===== src/rtl/coffee_pkg.sv =====
// Shared definitions for the coffee machine: display-visible state codes
// and reservoir sizing, also imported by the seven-segment display controller.
package coffee_pkg;

    localparam int unsigned STATE_W          = 3;
    localparam int unsigned CUP_W            = 2;
    localparam int unsigned MAX_CUPS_DEFAULT = 3;

    typedef enum logic [STATE_W-1:0] {
        ST_IDLE       = 3'b000,
        ST_READY      = 3'b001,
        ST_MAKING     = 3'b010,
        ST_DONE       = 3'b011,
        ST_NEED_WATER = 3'b100
    } state_e;

    function automatic int unsigned max_u(input int unsigned a, input int unsigned b);
        return (a > b) ? a : b;
    endfunction

endpackage


===== src/rtl/cycle_timer.sv =====
// Up-counter with synchronous clear; expire pulses for one cycle when the
// count equals the terminal value, after which the count wraps to zero.
module cycle_timer #(
    parameter int unsigned WIDTH = 4
) (
    input  logic             clk_i,
    input  logic             rst_ni,
    input  logic             clear_i,
    input  logic             en_i,
    input  logic [WIDTH-1:0] terminal_i,
    output logic             expire_o
);

    logic [WIDTH-1:0] count_q;
    logic [WIDTH-1:0] count_d;

    assign expire_o = en_i && (count_q == terminal_i);

    always_comb begin
        count_d = count_q;
        if (clear_i) begin
            count_d = '0;
        end else if (en_i) begin
            count_d = expire_o ? '0 : count_q + WIDTH'(1);
        end
    end

    always_ff @(posedge clk_i or negedge rst_ni) begin
        if (!rst_ni) begin
            count_q <= '0;
        end else begin
            count_q <= count_d;
        end
    end

endmodule


===== src/rtl/coffee_controller.sv =====
// Main sequencing FSM for the coffee machine: cup presence, start/refill,
// brew and done timing, and the reservoir cup counter.
module coffee_controller
    import coffee_pkg::*;
#(
    parameter int unsigned BREW_CYCLES = 500_000_000,
    parameter int unsigned DONE_CYCLES = 300_000_000,
    parameter int unsigned MAX_CUPS    = MAX_CUPS_DEFAULT
) (
    input  logic               clk_100MHz,
    input  logic               reset_n,
    input  logic               cup_sw,
    input  logic               start,
    input  logic               refill,
    output logic [STATE_W-1:0] state,
    output logic [CUP_W-1:0]   cup_count,
    output logic               brewing
);

    localparam int unsigned TMR_W = $clog2(max_u(BREW_CYCLES, DONE_CYCLES));
    localparam logic [TMR_W-1:0] BREW_TERM = TMR_W'(BREW_CYCLES - 1);
    localparam logic [TMR_W-1:0] DONE_TERM = TMR_W'(DONE_CYCLES - 1);
    localparam logic [CUP_W-1:0] FULL      = CUP_W'(MAX_CUPS);

    state_e             state_q, state_d;
    logic [CUP_W-1:0]   cups_q, cups_d;
    logic               done_q, done_d;
    logic               brewing_q, brewing_d;

    logic               tmr_en;
    logic               tmr_clear;
    logic [TMR_W-1:0]   tmr_term;
    logic               tmr_expire;

    cycle_timer #(
        .WIDTH (TMR_W)
    ) u_timer (
        .clk_i      (clk_100MHz),
        .rst_ni     (reset_n),
        .clear_i    (tmr_clear),
        .en_i       (tmr_en),
        .terminal_i (tmr_term),
        .expire_o   (tmr_expire)
    );

    always_ff @(posedge clk_100MHz or negedge reset_n) begin
        if (!reset_n) begin
            state_q   <= ST_IDLE;
            cups_q    <= FULL;
            done_q    <= 1'b0;
            brewing_q <= 1'b0;
        end else begin
            state_q   <= state_d;
            cups_q    <= cups_d;
            done_q    <= done_d;
            brewing_q <= brewing_d;
        end
    end

    always_comb begin
        state_d = state_q;
        cups_d  = cups_q;
        done_d  = 1'b0;
        case (state_q)
            ST_IDLE: begin
                if (refill) cups_d = FULL;
                if (cup_sw) state_d = ST_READY;
            end
            ST_READY: begin
                // A simultaneous refill swallows the start pulse.
                if (refill) cups_d = FULL;
                if (!cup_sw) begin
                    state_d = ST_IDLE;
                end else if (start && !refill) begin
                    state_d = ST_MAKING;
                end
            end
            ST_MAKING: begin
                if (!cup_sw) begin
                    state_d = ST_IDLE;
                end else if (tmr_expire) begin
                    state_d = ST_DONE;
                    if (cups_q != '0) cups_d = cups_q - CUP_W'(1);
                end
            end
            ST_DONE: begin
                done_d = done_q || tmr_expire;
                if (done_d && !cup_sw) begin
                    done_d  = 1'b0;
                    state_d = (cups_q == '0) ? ST_NEED_WATER : ST_IDLE;
                end
            end
            ST_NEED_WATER: begin
                if (refill) begin
                    cups_d  = FULL;
                    state_d = ST_IDLE;
                end
            end
            default: state_d = ST_IDLE;
        endcase
    end

    // Any state change restarts the timer, so DONE begins counting from zero.
    always_comb begin
        tmr_en    = (state_q == ST_MAKING) || (state_q == ST_DONE);
        tmr_clear = !tmr_en || (state_d != state_q);
        tmr_term  = (state_q == ST_MAKING) ? BREW_TERM : DONE_TERM;
        brewing_d = (state_d == ST_MAKING);
    end

    assign state     = state_q;
    assign cup_count = cups_q;
    assign brewing   = brewing_q;

endmodule


===== config.mk =====
export PLATFORM = sky130hd
export DESIGN_NAME = coffee_controller
export DESIGN_NICKNAME = d
export VERILOG_FILES = /design/src/rtl/coffee_pkg.sv /design/src/rtl/cycle_timer.sv /design/src/rtl/coffee_controller.sv
export SDC_FILE = /design/constraint.sdc
export NUM_CORES = 1
export LEC_CHECK = 0
export BUFFER_PORTS_ARGS = -buffer_cell sky130_fd_sc_hd__buf_2
export CAP_MARGIN = 20
export CORE_ASPECT_RATIO = 0.5
export CORE_MARGIN = 4
export CORE_UTILIZATION = 45
export DETAILED_ROUTE_END_ITERATION = 12
export GPL_TIMING_DRIVEN = 0
export PLACE_DENSITY = 0.74
export RECOVER_POWER = 25
export SKIP_LAST_GASP = 1
export SYNTH_ARGS = -nofsm -noshare
export SYNTH_HDL_FRONTEND = slang
export SYNTH_SLANG_ARGS = --single-unit

===== constraint.sdc =====
create_clock -name clk_100MHz -period 2.7 [get_ports clk_100MHz]
set_clock_uncertainty 0.1 [all_clocks]
set_input_delay 0.54 -clock clk_100MHz [delete_from_list [all_inputs] [get_ports clk_100MHz]]
set_output_delay 0.54 -clock clk_100MHz [all_outputs]
set_load 0.005 [all_outputs]

### Yosys cells after proc, flatten, opt, wreduce, memory -nomap -nowiden

Index checks and enable logic that the tools add are counted.

| storage, ports and cells | value |
|---|---|
| register bits after elaboration | 36 |
| input bits | 5 |
| output and inout port bits | 6 |
| logic and storage cells | 54 |

| operators by class | value |
|---|---|
| mux-type cells | 20 |
| equal/unequal tests | 11 |
| reductions and logical operators | 16 |
| add/sub/neg operators | 2 |

Operator list:

| operator | number |
|---|---|
| $mux 29 | 3 |
| $add 29x1->29 const B | 1 |
| $eq 29x29->1 | 1 |
| $mux 28 | 1 |
| $mux 3 | 8 |
| $pmux 3 s5 | 1 |
| $eq 3x2->1 const B | 3 |
| $mux 2 | 4 |
| $ne 2x2->1 const B | 3 |
| $reduce_bool 2->1 | 3 |
| $reduce_and 5->1 | 1 |
| $pmux 2 s2 | 1 |
| $eq 3x1->1 const B | 1 |
| $eq 3x3->1 const B | 1 |
| $logic_and 1x1->1 | 3 |
| $logic_not 1->1 | 3 |
| $logic_not 3->1 | 1 |
| $logic_or 1x1->1 | 3 |
| $ne 3x3->1 | 1 |
| $reduce_or 3->1 | 1 |
| $logic_not 2->1 | 1 |
| $mux 1 | 2 |
| $ne 2x1->1 const B | 1 |
| $sub 2x1->2 const B | 1 |

### Depth between registers and ports, before layout

| depth | value |
|---|---|
| depth in word-level cells | 11 |
| depth in mapped cells | 7 |
| gate-level depth less buffers | 7 |

### Modules after synthesis

From an unflattened synthesis, not the netlist that was laid out.

| unflattened totals | value |
|---|---|
| cell total of the unflattened synthesis | 273 |
| area, all modules | 2503.7 µm² |

Modules (own cells, without submodules):

| module | times used | area each (µm²) | seq. area each (µm²) | cells each |
|---|---|---|---|---|
| cycle_timer | 1 | 1980.6 | 725.7 | 224 |
| coffee_controller | 1 | 523.0 | 177.7 | 49 |

### Least setup slack after synthesis

No wires, ideal clock.

| timing | value |
|---|---|
| path type | register -> register |
| start point | register state_q[1] (netlist: state[1]) |
| end point | register u_timer.count_q[5] |
| setup time | 119 ps |
| path buffers | 2 |
| arrival time | 2078 ps |
| data required time | 2481 ps |
| slack | 404 ps |
| cell stages (with the launch flop) | 8 |
| period minus slack after synthesis | 2296 ps |
| path through | dfrtp_1 -> buf_4 -> or3b_4 -> or4_4 -> a2111oi_4 -> or2b_2 -> buf_6 -> nor2_1 |

| on the way | value |
|---|---|
| longest elaborated chain between the ends | 11 |
| elaborated cells between the ends (all ways) | 26 |
| classes of those cells | eq/ne (6); mux (12); reduce/logical (8) |

RTL lines:

| item | line | source |
|---|---|---|
| start, declared | coffee_controller.sv:25 | `state_e state_q, state_d;` |
| start signal, assigned | coffee_controller.sv:53 | `state_q <= state_d;` |
| $eq 3x2->1 | coffee_controller.sv:64, coffee_controller.sv:105, coffee_controller.sv:107 |  |
| $mux 28 | coffee_controller.sv:107 | `tmr_term = (state_q == ST_MAKING) ? BREW_TERM : DONE_TERM;` |
| $eq 29x29->1 | cycle_timer.sv:17 | `assign expire_o = en_i && (count_q == terminal_i);` |
| $logic_and 1x1->1 | cycle_timer.sv:17 |  |
| $logic_or 1x1->1 | coffee_controller.sv:87 | `done_d = done_q \|\| tmr_expire;` |
| $logic_and 1x1->1 | coffee_controller.sv:88 | `if (done_d && !cup_sw) begin` |
| $mux 3 | coffee_controller.sv:88 |  |
| $pmux 3 s5 | coffee_controller.sv:64 | `case (state_q)` |
| $ne 3x3->1 | coffee_controller.sv:106 | `tmr_clear = !tmr_en \|\| (state_d != state_q);` |
| $logic_or 1x1->1 | coffee_controller.sv:106 |  |
| $mux 29 / $reduce_bool 2->1 (equally long branches) | -- |  |
| end signal, assigned | cycle_timer.sv:32 | `count_q <= count_d;` |
| end, declared | cycle_timer.sv:14 | `logic [WIDTH-1:0] count_q;` |

Several ways; a longest one is shown, not always the timed one. The select of a mux whose other input is x is not followed.
A chain may end at the register's enable or synchronous reset.

### Worst setup path after layout

| timing | value |
|---|---|
| start point | register state_q[1] (netlist: state[1]) |
| end point | register u_timer.count_q[22] |

The elaborated chain is that of the path after synthesis.

==> key figures <==
GRT
  – Vias in the first global route: around 1500
  – First-pass GRT wire length: 6870 um
  – Overall Global Routing Usage: 16.4%
  – Grt total ovfl: 0
  – Initial antenna violation count: 0
  – Largest net degree at the start of global routing: 37

Timing
  – Final worst path period need: 2.51 ns
  – Period utilisation layout: 93.0%
  – RSZ-0062 raised after global routing: no
  – Max-slew headroom: -27.2%
  – Endpoints failing hold: 0
  – Fmax: 0.398 GHz
  – Slew @ Worst Pin: 1.91 ns
  – Total negative slack: 0 ns
  – Max Slew Vio Count: 37
  – Hold_ws: 0.372 ns
  – Final setup viols: 0

Run
  – Max cap viols: 1

Setup path
  – R2r startpoint: state[1]
  – Worst setup EP type: register
  – CP startpoint kind: register
  – Arrival time at the worst endpoint: 2.59 ns
  – Crit-path max FO: 10
  – Crit path launch: state[1]
  – Setup CP Type: reg2reg
  – Worst Path Required: about 2.8 ns

Pwr
  – Worst VDD drop: ~0.00022 V
  – LEAKAGE: 0.863 nW
  – PD cells: 612 nW/um^2

Synth
  – Syn nets: between 200 and 250
  – Synth top area share: a little over two fifths
  – Top post-synthesis cells by area: dfrtp_1 (43%), xnor2_1 (8.4%), nor2_1 (5.3%)
  – Synth cell types: 43
  – Avg Inst Size Synth: 9.69 um^2
  – Sequential cell area fraction in the yosys report: 45.5%
  – Top FF cell, synth: dfrtp_1
  – Yosys reg bits: 36
  – Fraction of registers with async set/reset: 100%
  – EDFF count, synth: 0
  – Synth Instances: 205
  – Cell taking the most area after synthesis: dfrtp_1
  – Netlist Area Pre-Place: between 1500 and 2000 um^2
  – Syn. warnings: 0

Detailed routing
  – Routed WL per cell: 14.2 um
  – Drt pass-1 iters: 4
  – Post-route DRC violation count: 0
  – DRT iter0 DRCs: 76
  – Total wire length: 3930 um
  – Vias per inst: 5.62
  – Post-DRT Antenna Nets: 0
  – Total number of vias: 1558

Floorplanning
  – Die H: roughly 55 um
  – Starting density of the core: between 40% and 50%
  – DIE AREA: 5600 um^2
  – Die Wd: 102 um
  – Ports: 11
  – # rows: 16
  – Core ar.: just over 4000 um^2

Final layout
  – Most frequent cells in the layout: dfrtp_1 (34), nor2_1 (28), xnor2_1 (19), nand2_1 (15), nor3_1 (15)
  – N_diodes: 0
  – Fin nets: 229
  – Share of layout cells above drive strength 1: 16.1%
  – Layout area overhead: 10.9%
  – Commonest non-fill, non-tap cell in the layout: dfrtp_1

Clocking
  – CTS buffer count: 5
  – CTS tree: built
  – Clock sinks: 36
  – Post-cts resize count: 0
  – Hold buffers post-CTS: 0
  – Worst-case clock buffer depth: 2
  – Clock Pin Slew Worst Setup and Hold Paths: 0.07 ns
  – Clk_lat worst skew: 0.29 ns
  – # Post-CTS Setup Buffers: 0
  – Root buffer cell: clkbuf_8
  – H-tree level count: 2

Run status
  – Failing checks: max-capacitance violations, max-slew violations
  – Status: complete, but fails checks

Min path
  – Worst Hold Launch: u_timer.count_q[0]
  – Worst min-delay path category: reg2reg

Place
  – Quantity of I/O buffers inserted on ports: 10
  – Final RePlAce weighted congestion: 0.802
  – DP Wirelength: 2800 um
cells by family after synthesis:
kind of cell	synth area share (%)
simple gates	29.8
flops	45.5
fa+ha+maj	1.26
compound gates	7.18
xor+xnor	11.9
buf+inv	3.84
mux	0.504
flip-flops by register name (all words and copies together) (netlist names):
register,cells
done_q,1
cup_count,2
state,3
brewing,1
u_timer.count_q,29
area by class of cell:
cell class	count	area [um^2]
Buffer	5	38.8
Clock buffer	6	82.6
Clock inverter	2	10.0
Fill cell	355	1860
Inverter	10	37.5
Multi-Input combinational cell	154	1010
Sequential cell	36	903
Tap cell	54	67.6
Timing Repair Buffer	10	48.8
layer usage:
metal  share of wire, %  vias up  global-route usage (%)
met1                 48      754                    20.5
met3                6.1        6                    4.51
met4                1.4        0                    6.97
li1                   -      761                       -
met2                 44       37                    27.5
met5                  0        -                       0
power by group:
part	switching [W]	total, W	internal, W
sequential	0.0000310	0.000600	0.000569
clock	0.000190	0.000394	0.000204
combinational	0.000207	0.000353	0.000146
total	0.000428	0.00135	0.000919
final timing paths:
kind	end	slack [ns]	cells after the start
max	u_timer.count_q[22]	0.19	7
min	u_timer.count_q[0]	0.37	1
max reg2reg	u_timer.count_q[22]	0.19	7
max in group asynchronous	state[1]	0.73	1
min in group asynchronous	u_timer.count_q[24]	0.68	1
min reg2reg	u_timer.count_q[0]	0.37	1
cell usage after synthesis, types with 2 or more instances:
cell	number
dfrtp_1	34
nor2_1	28
xnor2_1	19
nand2_1	15
nor3_1	15
inv_1	10
nor4_1	10
nand3_1	8
nand4_1	8
xor2_1	8
and4_1	4
and3_1	3
o22ai_1	3
or2_2	3
a31oi_1	2
buf_6	2
dfstp_2	2
ha_1	2
nand2b_1	2
nor4bb_1	2
o21ai_0	2
or4_4	2
critical path: stages, from the launching register on:
cell,delay (ns)
dfrtp_1,0.34
buf_4,0.17
or3b_4,0.42
or4_4,0.45
a2111oi_4,0.45
or2b_2,0.25
buf_6,0.16
nor2_1,0.06
metrics by stage:
| step | setup slack, ns | total power [W] | instances | area, um^2 | util [%] |
|---|---|---|---|---|---|
| floorplan | 0.404 | 0.000855 | 205 | 1990 | - |
| global placement | 0.160 | 0.000950 | 269 | 2100 | 51.8 |
| detailed placement | 0.138 | 0.000958 | 269 | 2100 | 51.8 |
| CTS | 0.108 | 0.00136 | 277 | 2200 | 54.0 |
| global route | 0.0827 | 0.00143 | 277 | 2200 | 54.2 |
| finish | 0.189 | 0.00135 | 277 | 2200 | 54.2 |
Note: power is estimated with default switching activity, not from simulation.
